--- src/rtl/synth_pkg.sv ---
// Shared types and default sizing for the voice scheduler and its allocator.
package synth_pkg;

    typedef enum logic [2:0] {
        IDLE,
        ALLOC,
        SCAN,
        ISSUE,
        WAIT_DONE,
        FRAME_DONE
    } sched_state_t;

    localparam int DEF_NUM_VOICES = 4;
    localparam int DEF_NOTE_W     = 7;

endpackage

--- src/rtl/voice_alloc.sv ---
// First-free priority encoder: lowest-index inactive voice, plus a flag saying one exists.
module voice_alloc #(
    parameter int NUM_VOICES = 4,
    parameter int VID_W      = 2
) (
    input  logic [NUM_VOICES-1:0] active,
    output logic [VID_W-1:0]      free_idx,
    output logic                  any_free
);

    // Scanning downward lets the lowest free index be the last one written.
    always_comb begin
        free_idx = '0;
        any_free = 1'b0;
        for (int i = NUM_VOICES - 1; i >= 0; i--) begin
            if (!active[i]) begin
                free_idx = VID_W'(i);
                any_free = 1'b1;
            end
        end
    end

endmodule

--- src/rtl/voice_scheduler.sv ---
// Shares one voice-step datapath across all voices once per sample, and handles
// note-on allocation (with round-robin stealing) and note-off / end-of-sample release.
module voice_scheduler
    import synth_pkg::*;
#(
    parameter int NUM_VOICES = DEF_NUM_VOICES,
    parameter int VID_W      = $clog2(NUM_VOICES),
    parameter int NOTE_W     = DEF_NOTE_W
) (
    input  logic                  Clk,
    input  logic                  Reset,
    input  logic                  sample_clk,
    input  logic                  note_on,
    input  logic                  note_off,
    input  logic [NOTE_W-1:0]     note_num,
    input  logic                  step_done,
    input  logic                  end_of_sample,
    output logic [VID_W-1:0]      voice_sel,
    output logic                  step_start,
    output logic                  load_voice,
    output logic [NOTE_W-1:0]     load_note,
    output logic [NUM_VOICES-1:0] active,
    output logic                  frame_done,
    output logic                  note_drop,
    output logic                  frame_overrun
);

    localparam logic [VID_W-1:0] LAST_VOICE = VID_W'(NUM_VOICES - 1);

    sched_state_t      state;
    logic              sclk_q;
    logic              sclk_edge;
    logic              note_pend;
    logic [NOTE_W-1:0] pend_note;
    logic              frame_pend;
    logic [VID_W-1:0]  idx;
    logic [VID_W-1:0]  steal_ptr;
    logic [NOTE_W-1:0] notes [NUM_VOICES];
    logic [VID_W-1:0]  free_idx;
    logic              any_free;

    assign sclk_edge = sample_clk & ~sclk_q;

    voice_alloc #(
        .NUM_VOICES (NUM_VOICES),
        .VID_W      (VID_W)
    ) u_alloc (
        .active   (active),
        .free_idx (free_idx),
        .any_free (any_free)
    );

    always_ff @(posedge Clk) begin
        if (Reset) begin
            state         <= IDLE;
            sclk_q        <= 1'b1;
            note_pend     <= 1'b0;
            pend_note     <= '0;
            frame_pend    <= 1'b0;
            idx           <= '0;
            steal_ptr     <= '0;
            voice_sel     <= '0;
            step_start    <= 1'b0;
            load_voice    <= 1'b0;
            load_note     <= '0;
            active        <= '0;
            frame_done    <= 1'b0;
            note_drop     <= 1'b0;
            frame_overrun <= 1'b0;
            for (int i = 0; i < NUM_VOICES; i++) begin
                notes[i] <= '0;
            end
        end else begin
            sclk_q        <= sample_clk;
            step_start    <= 1'b0;
            load_voice    <= 1'b0;
            frame_done    <= 1'b0;
            note_drop     <= note_on & note_pend;
            frame_overrun <= 1'b0;

            if (note_on) begin
                note_pend <= 1'b1;
                pend_note <= note_num;
            end

            // A sample edge is only accepted while no frame is queued or running.
            if (sclk_edge) begin
                if (frame_pend || !(state == IDLE || state == ALLOC)) begin
                    frame_overrun <= 1'b1;
                end else begin
                    frame_pend <= 1'b1;
                end
            end

            for (int i = 0; i < NUM_VOICES; i++) begin
                if (note_off && notes[i] == note_num) begin
                    active[i] <= 1'b0;
                end
            end

            case (state)
                IDLE: begin
                    if (note_pend) begin
                        state      <= ALLOC;
                        note_pend  <= note_on;
                        load_voice <= 1'b1;
                        load_note  <= pend_note;
                        if (any_free) begin
                            voice_sel <= free_idx;
                        end else begin
                            voice_sel <= steal_ptr;
                            steal_ptr <= steal_ptr + VID_W'(1);
                        end
                    end else if (frame_pend) begin
                        frame_pend <= 1'b0;
                        idx        <= '0;
                        state      <= SCAN;
                    end
                end
                ALLOC: begin
                    // Placed after the note-off loop so a fresh allocation wins its own bit.
                    active[voice_sel] <= 1'b1;
                    notes[voice_sel]  <= load_note;
                    voice_sel         <= '0;
                    load_note         <= '0;
                    state             <= IDLE;
                end
                SCAN: begin
                    if (active[idx]) begin
                        state      <= ISSUE;
                        step_start <= 1'b1;
                        voice_sel  <= idx;
                    end else if (idx == LAST_VOICE) begin
                        state      <= FRAME_DONE;
                        frame_done <= 1'b1;
                    end else begin
                        idx <= idx + VID_W'(1);
                    end
                end
                ISSUE: begin
                    state <= WAIT_DONE;
                end
                WAIT_DONE: begin
                    if (step_done) begin
                        if (end_of_sample) begin
                            active[idx] <= 1'b0;
                        end
                        voice_sel <= '0;
                        if (idx == LAST_VOICE) begin
                            state      <= FRAME_DONE;
                            frame_done <= 1'b1;
                        end else begin
                            idx   <= idx + VID_W'(1);
                            state <= SCAN;
                        end
                    end
                end
                FRAME_DONE: begin
                    state <= IDLE;
                end
                default: begin
                    state <= IDLE;
                end
            endcase
        end
    end

endmodule

--- config.mk ---
export PLATFORM = sky130hd
export DESIGN_NAME = voice_scheduler
export DESIGN_NICKNAME = d
export VERILOG_FILES = /design/src/rtl/synth_pkg.sv /design/src/rtl/voice_alloc.sv /design/src/rtl/voice_scheduler.sv
export SDC_FILE = /design/constraint.sdc
export NUM_CORES = 1
export LEC_CHECK = 0
export BUFFER_PORTS_ARGS = -buffer_cell sky130_fd_sc_hd__buf_2
export CAP_MARGIN = 30
export CORE_ASPECT_RATIO = 1.2
export CORE_UTILIZATION = 50
export DETAILED_ROUTE_END_ITERATION = 8
export PLACE_DENSITY = 0.73
export SYNTH_ARGS = -nofsm -noshare
export SYNTH_HDL_FRONTEND = slang
export SYNTH_HIERARCHICAL = 1
export SYNTH_SLANG_ARGS = --single-unit
--- constraint.sdc ---
create_clock -name Clk -period 1.9 [get_ports Clk]
set_clock_uncertainty 0.15 [all_clocks]
set_input_delay 0.475 -clock Clk [delete_from_list [all_inputs] [get_ports Clk]]
set_output_delay 0.475 -clock Clk [all_outputs]
set_load 0.005 [all_outputs]
After elaboration in Yosys (flattened, before gate mapping)
Memory sizes are Yosys's and may differ from the RTL's.
Cells that the tools add are included.
{ "totals": {"reg_bits": 35, "ramBits": 28, "out_inout_bits": 18, "wordCells": 139, "memories": 1} }
{ "op_classes": {"addsub": 2, "magnitude_cmp": 4, "eq_ne": 17, "muxes": 68, "n_bitwise": 10, "reduce_logical": 22} }
{ "memory_table": {"columns": ["memory", "depth", "width", "read_ports", "rd_ports_with_merged_regs", "write_ports", "line_no", "source"], "rows": [
  ["notes", 4, 7, 4, 0, 4, "voice_scheduler.sv:38", "logic [NOTE_W-1:0] notes [NUM_VOICES];"]
]} }
{ "ops": {"columns": ["op", "count"], "rows": [
  ["$mux W1", 35],
  ["$eq A7 B7 Y1", 4],
  ["$mux W2", 14],
  ["$mux W3", 6],
  ["$mux W7", 2],
  ["$pmux W7 S2", 1],
  ["$ne A2 B2 Y1 const B", 6],
  ["$pmux W3 S4", 1],
  ["$mux W4", 2],
  ["$pmux W2 S4", 1],
  ["$pmux W4 S2", 1],
  ["$reduce_or A7 Y1", 1],
  ["$eq A3 B2 Y1 const B", 2],
  ["$logic_and A1 B1 Y1", 6],
  ["$lt A2 B3 Y1 const B", 2],
  ["$ne A3 B3 Y1 const B", 2],
  ["$pmux W2 S3", 1],
  ["$reduce_and A3 Y1", 2],
  ["$reduce_or A2 Y1", 3],
  ["$not A1 Y1", 5],
  ["$reduce_and A5 Y1", 1],
  ["$add A2 B1 Y2 const B", 2],
  ["$and A4 B4 Y4", 1],
  ["$demux W1 S2", 2],
  ["other kinds (17)", 20]
]} }

Logic depth before layout (Yosys ltp)
{ "depth": {"word_depth": 9, "ltp_mapped": 6, "mapped_depth_nobuf": 6} }

Hierarchy
Netlist, hierarchy kept.
{ "modules_own_cells": {"columns": ["mod", "instances", "cells_per_inst", "area_per_inst_um2", "seq_area_each_um2"], "rows": [
  ["voice_scheduler", 1, 296, 3010.4, 1541.5],
  ["voice_alloc", 1, 5, 28.8, 0.0]
]} }

Least setup slack after synthesis
Ideal clock, no wire load.
{ "synth_timing": {"path_kind": "register to register", "from": "register state[0]", "to": "memory notes[0][0] in the netlist's numbering, enable pin", "setup_time_ns": 0.328, "arrival_time_ns": 1.533, "required_time_ns": 1.422, "setup_slack_ns": -0.112, "path_stages_with_launch": 6, "n_path_buf": 2, "synth_period_minus_slack_ns": 2.012, "path_cell_list": "dfxtp_1 or3b_1 buf_2 or3_1 buf_2 nand2b_1"} }
{ "synth_lines": {"columns": ["item", "line_no", "source"], "rows": [
  ["start: declaration", "voice_scheduler.sv:30", "sched_state_t state;"],
  ["start signal: assignment", "voice_scheduler.sv:55", "state <= IDLE;"],
  ["start signal: assignment", "voice_scheduler.sv:104", "state <= ALLOC;"],
  ["start signal: assignment", "voice_scheduler.sv:117", "state <= SCAN;"],
  ["end: declaration", "voice_scheduler.sv:38", null]
]} }

Final worst setup path
{ "layout_timing": {"from": "register idx[0]", "to": "register idx[0]"} }
{ "layout_via": {"elab_chain_len": 4, "word_cells_on_any_way": 10} }
{ "layout_rtl": {"columns": ["item", "line_no", "source"], "rows": [
  ["start: declaration", "voice_scheduler.sv:36", "logic [VID_W-1:0] idx;"],
  ["start signal: assignment", "voice_scheduler.sv:137", "idx <= idx + VID_W'(1);"],
  ["start signal: assignment", "voice_scheduler.sv:153", "idx <= idx + VID_W'(1);"],
  ["$add A2 B1 Y2, or another cell as far along", "voice_scheduler.sv:137, voice_scheduler.sv:153", null],
  ["$mux W2 / $mux W1 (equally long branches)", "voice_scheduler.sv:133, voice_scheduler.sv:149, voice_scheduler.sv:129", null],
  ["$mux W2, or another cell as far along", "voice_scheduler.sv:144", "if (step_done) begin"],
  ["$pmux W2 S3 / $reduce_and A5 Y1 (equally long branches)", null, null]
]} }
Several ways; a longest one is shown, not always the timed one. The select of a mux whose other input is x is not followed.
A chain may end at the register's enable or synchronous reset.

==> qor.yml <==
worst_setup_path:
  reg2regPathDepth: 6
  end_kind: "flip-flop"
  slowest_delay_ns: 0.46
  r2r-end: "idx[0]"
  path_class: "flip-flop to flip-flop"
  cp-start-kind: "flip-flop"
  worst_ep_required_time_ns: 1.99
  cp_num_buf_inv: 2
  worstPathCellList: "buf_12 -> nor2b_1 -> a2111oi_0 -> buf_4 -> o21ai_1 -> mux2_2"
  crit_arrival_ns: 1.93
  timing.critical_path.slowest_stage_cell: "a2111oi_0"
  worstPathMaxFanout: 8
  critical_path.top_delay_family: "compound AO/OA/AOI/OAI gates"
  regToRegStartpoint: "idx[0]"
  rrSetupSlack_ns: 0.06
grt:
  grt_pass1_vias: 2217
  grt_max_degree: 19
  track_usage_pct: 24.5
  grt-ovfl-total: 0
  antenna_found_initial: 0
  grt_pass1_wl_mm: 11.2
routing:
  drc: 0
  dr_total_vias: 2365
  vias_per_cell: 5.45
  drtIter0Drc: 179
  ant_nets: 0
  routedWlPerCell_um: 15.8
  routed_wl_mm: 6.87
  firstDrtPassIters: 4
layout:
  final_util_pct: 63.8
  multi_input_area_um2: 1410
  area_growth_pct: 20.5
  seq_area_um2: 1540
  final_design_area_no_fill_um2: 3660
  n_fill_cell: 479
  layout-drive-gt1-share_pct: 26.0
  antennaDiodeCount: 0
  final_nets: 367
timing:
  final_max_slew_viol_count: 0
  fin_setup_tns_ns: 0
  fmax_mhz: 544
  worst_pin_slew_ns: 0.463
  setup_viol: 0
  min_period_ns: 1.84
  fin_crit_sh_pct: 96.8
  slew_headroom_pct: 68.3
  setup_ws_ns: 0.0616
  hold_viol: 0
  rsz0062_at_grt: "no"
yosys:
  synth_seq_cells: 63
  yosysWarnings: 6
  synthCells: 301
  synth_nets: 319
  synth_area_per_cell_um2: 10.1
  synthesis.area_um2: 3040
  synthArstFlopShare_pct: 0
  synth-edff-count: 28
  synth_top_area_share_pct: 27.7
  yosys.area.top_type: "edfxtp_1"
  ys_top_cells_by_area: "edfxtp_1, dfxtp_1, xnor2_1"
  synth_seq_area_share_pct: 50.7
  ys.flop_type: "dfxtp_1"
  synth_cell_types: 46
power:
  finalPower_mw: 3.96
  ir_drop_uv: 694
  cellPowerDensity_nw_per_um2: 1080
  leakage_nw: 1.44
floorplan:
  start_util_pct: 52.9
  coreArea_um2: 5740
  dieArea_um2: 6400
  fp-row-count: 30
  io_pins: 32
  die-width_um: 73.2
  die_h_um: 87.4
clocking:
  insertion_delay_ns: 0.35
  post_cts_resized: 0
  htree_levels: 3
  numClockSinks: 63
  numCtsBuffers: 9
  cts_tree: "done"
  ctsRootBufferMaster: "clkbuf_8"
  cts_setup_buffers: 0
  clock_path_buffers: 2
  cts.clk_slew.worst_paths_ns: 0.07
  cts_hold_buffers: 0
worst_hold_path:
  whs_path_depth: 2
  hold_class: "input port to flip-flop"
  min_to: "sclk_q"
  min-delay-start: "sample_clk"
placed_design:
  portBuffers: 31
  dp_slack_ns: 0.0518
  dp.final_hpwl_mm: 5.07
  gp_congestion: 0.908
  dpl_cell_area_um2: 3440
run:
  cap_violations: 0
run_status:
  status: "finished, final reports clean"
==> power breakdown <==
| part | internal [mW] | switching (mW) | leakage (nW) | total, mW |
|---|---|---|---|---|
| Sequential | 1.52 | 0.0771 | 0.575 | 1.60 |
| Combinational | 0.582 | 0.629 | 0.771 | 1.21 |
| Clock | 0.639 | 0.513 | 0.0959 | 1.15 |
==> state kept, by name (all words and copies together), names as in the netlist, 2 cells and up <==
| signal | count |
|---|---|
| idx | 2 |
| state | 3 |
| load_note | 7 |
| notes | 28 |
| pend_note | 7 |
| steal_ptr | 2 |
| voice_sel | 2 |
| active | 4 |
==> metal layers <==
layer / GRT usage, % / vias up / wire length, um
met5: 0 / - / 0
met4: 10.9 / 0 / 141
met3: 4.75 / 10 / 290
met2: 37.2 / 56 / 3350
met1: 33.8 / 1148 / 3090
li1: - / 1151 / -
==> how the worst max path moves through the flow <==
stage	from	endpoint	slack, ns	cells after the start
2_1_floorplan	idx[1]	idx[0]	0.006	6
3_3_place_gp	step_done	idx[0]	0.07	5
3_5_place_dp	step_done	idx[0]	0.05	5
4_1_cts	idx[0]	idx[0]	0.05	5
5_1_grt	state[0]	notes[0][1]	0.001	6
6_report	idx[0]	idx[0]	0.06	6
==> area by class of cell <==
type / instances / share of cell area, %
repair buffers: 59 / 10.3
well taps: 80 / 2.73
multi-input cells: 207 / 38.5
clock buffers: 11 / 3.86
clock inverters: 5 / 1.54
flip-flops and latches: 63 / 42.1
inverters: 9 / 0.922
==> worst reg2reg max path: stages (launching register included) <==
cell	delay (ns)
dfxtp_1	0.39
buf_12	0.14
nor2b_1	0.05
a2111oi_0	0.46
buf_4	0.19
o21ai_1	0.08
mux2_2	0.28
==> cells in the final DEF (no fill, tap or decap), types with 3 or more instances in the layout <==
master and instances:
dfxtp_1 34, nor2_1 31, buf_2 31, xnor2_1 30
edfxtp_1 28, buf_4 27, nand2_1 19, a21oi_1 11
nand2b_1 10, clkbuf_8 10, inv_1 9, mux2i_1 9
nand4_1 9, and2_1 8, nor3_1 7, nand3_1 7
o21ai_0 6, nor3b_1 5, mux2_2 4, nor4_1 3
or3_1 3, and3_1 3, a221oi_1 3, ha_1 3
==> cells by family after synthesis <==
| family | synth area share [%] |
|---|---|
| buf+inv | 4.08 |
| compound gates | 8.40 |
| simple gates | 21.3 |
| flops | 50.7 |
| xor+xnor | 8.65 |
| fa+ha+maj | 1.65 |
| mux | 5.19 |
==> through the flow <==
| stage | cells | hold WS [ns] |
|---|---|---|
| finish | 434 | 0.176 |
| global route | 434 | 0.175 |
| CTS | 434 | 0.171 |
| detailed placement | 418 | 0.299 |
| global placement | 418 | 0.286 |
| floorplan | 301 | 0.281 |
==> synthesized netlist by cell type (2+ instances only) <==
library cell / count
nand2b_1: 12
o221ai_1: 2
mux2_2: 4
and2_1: 8
dfxtp_1: 35
nor3b_1: 7
nand4_1: 9
buf_2: 6
nand4b_1: 2
inv_1: 9
or3b_2: 2
edfxtp_1: 28
a21oi_1: 11
nor3_1: 7
clkbuf_1: 15
nand2_1: 19
a221o_1: 2
nand3b_1: 2
or2_2: 2
or3_1: 4
nor4_1: 3
ha_1: 4
xnor2_1: 30
mux2i_1: 9
a221oi_1: 4
a211oi_1: 2
and3_1: 3
o21ai_0: 6
nand3_1: 7
nor2_1: 31
Power figures use the tool's default switching activity.
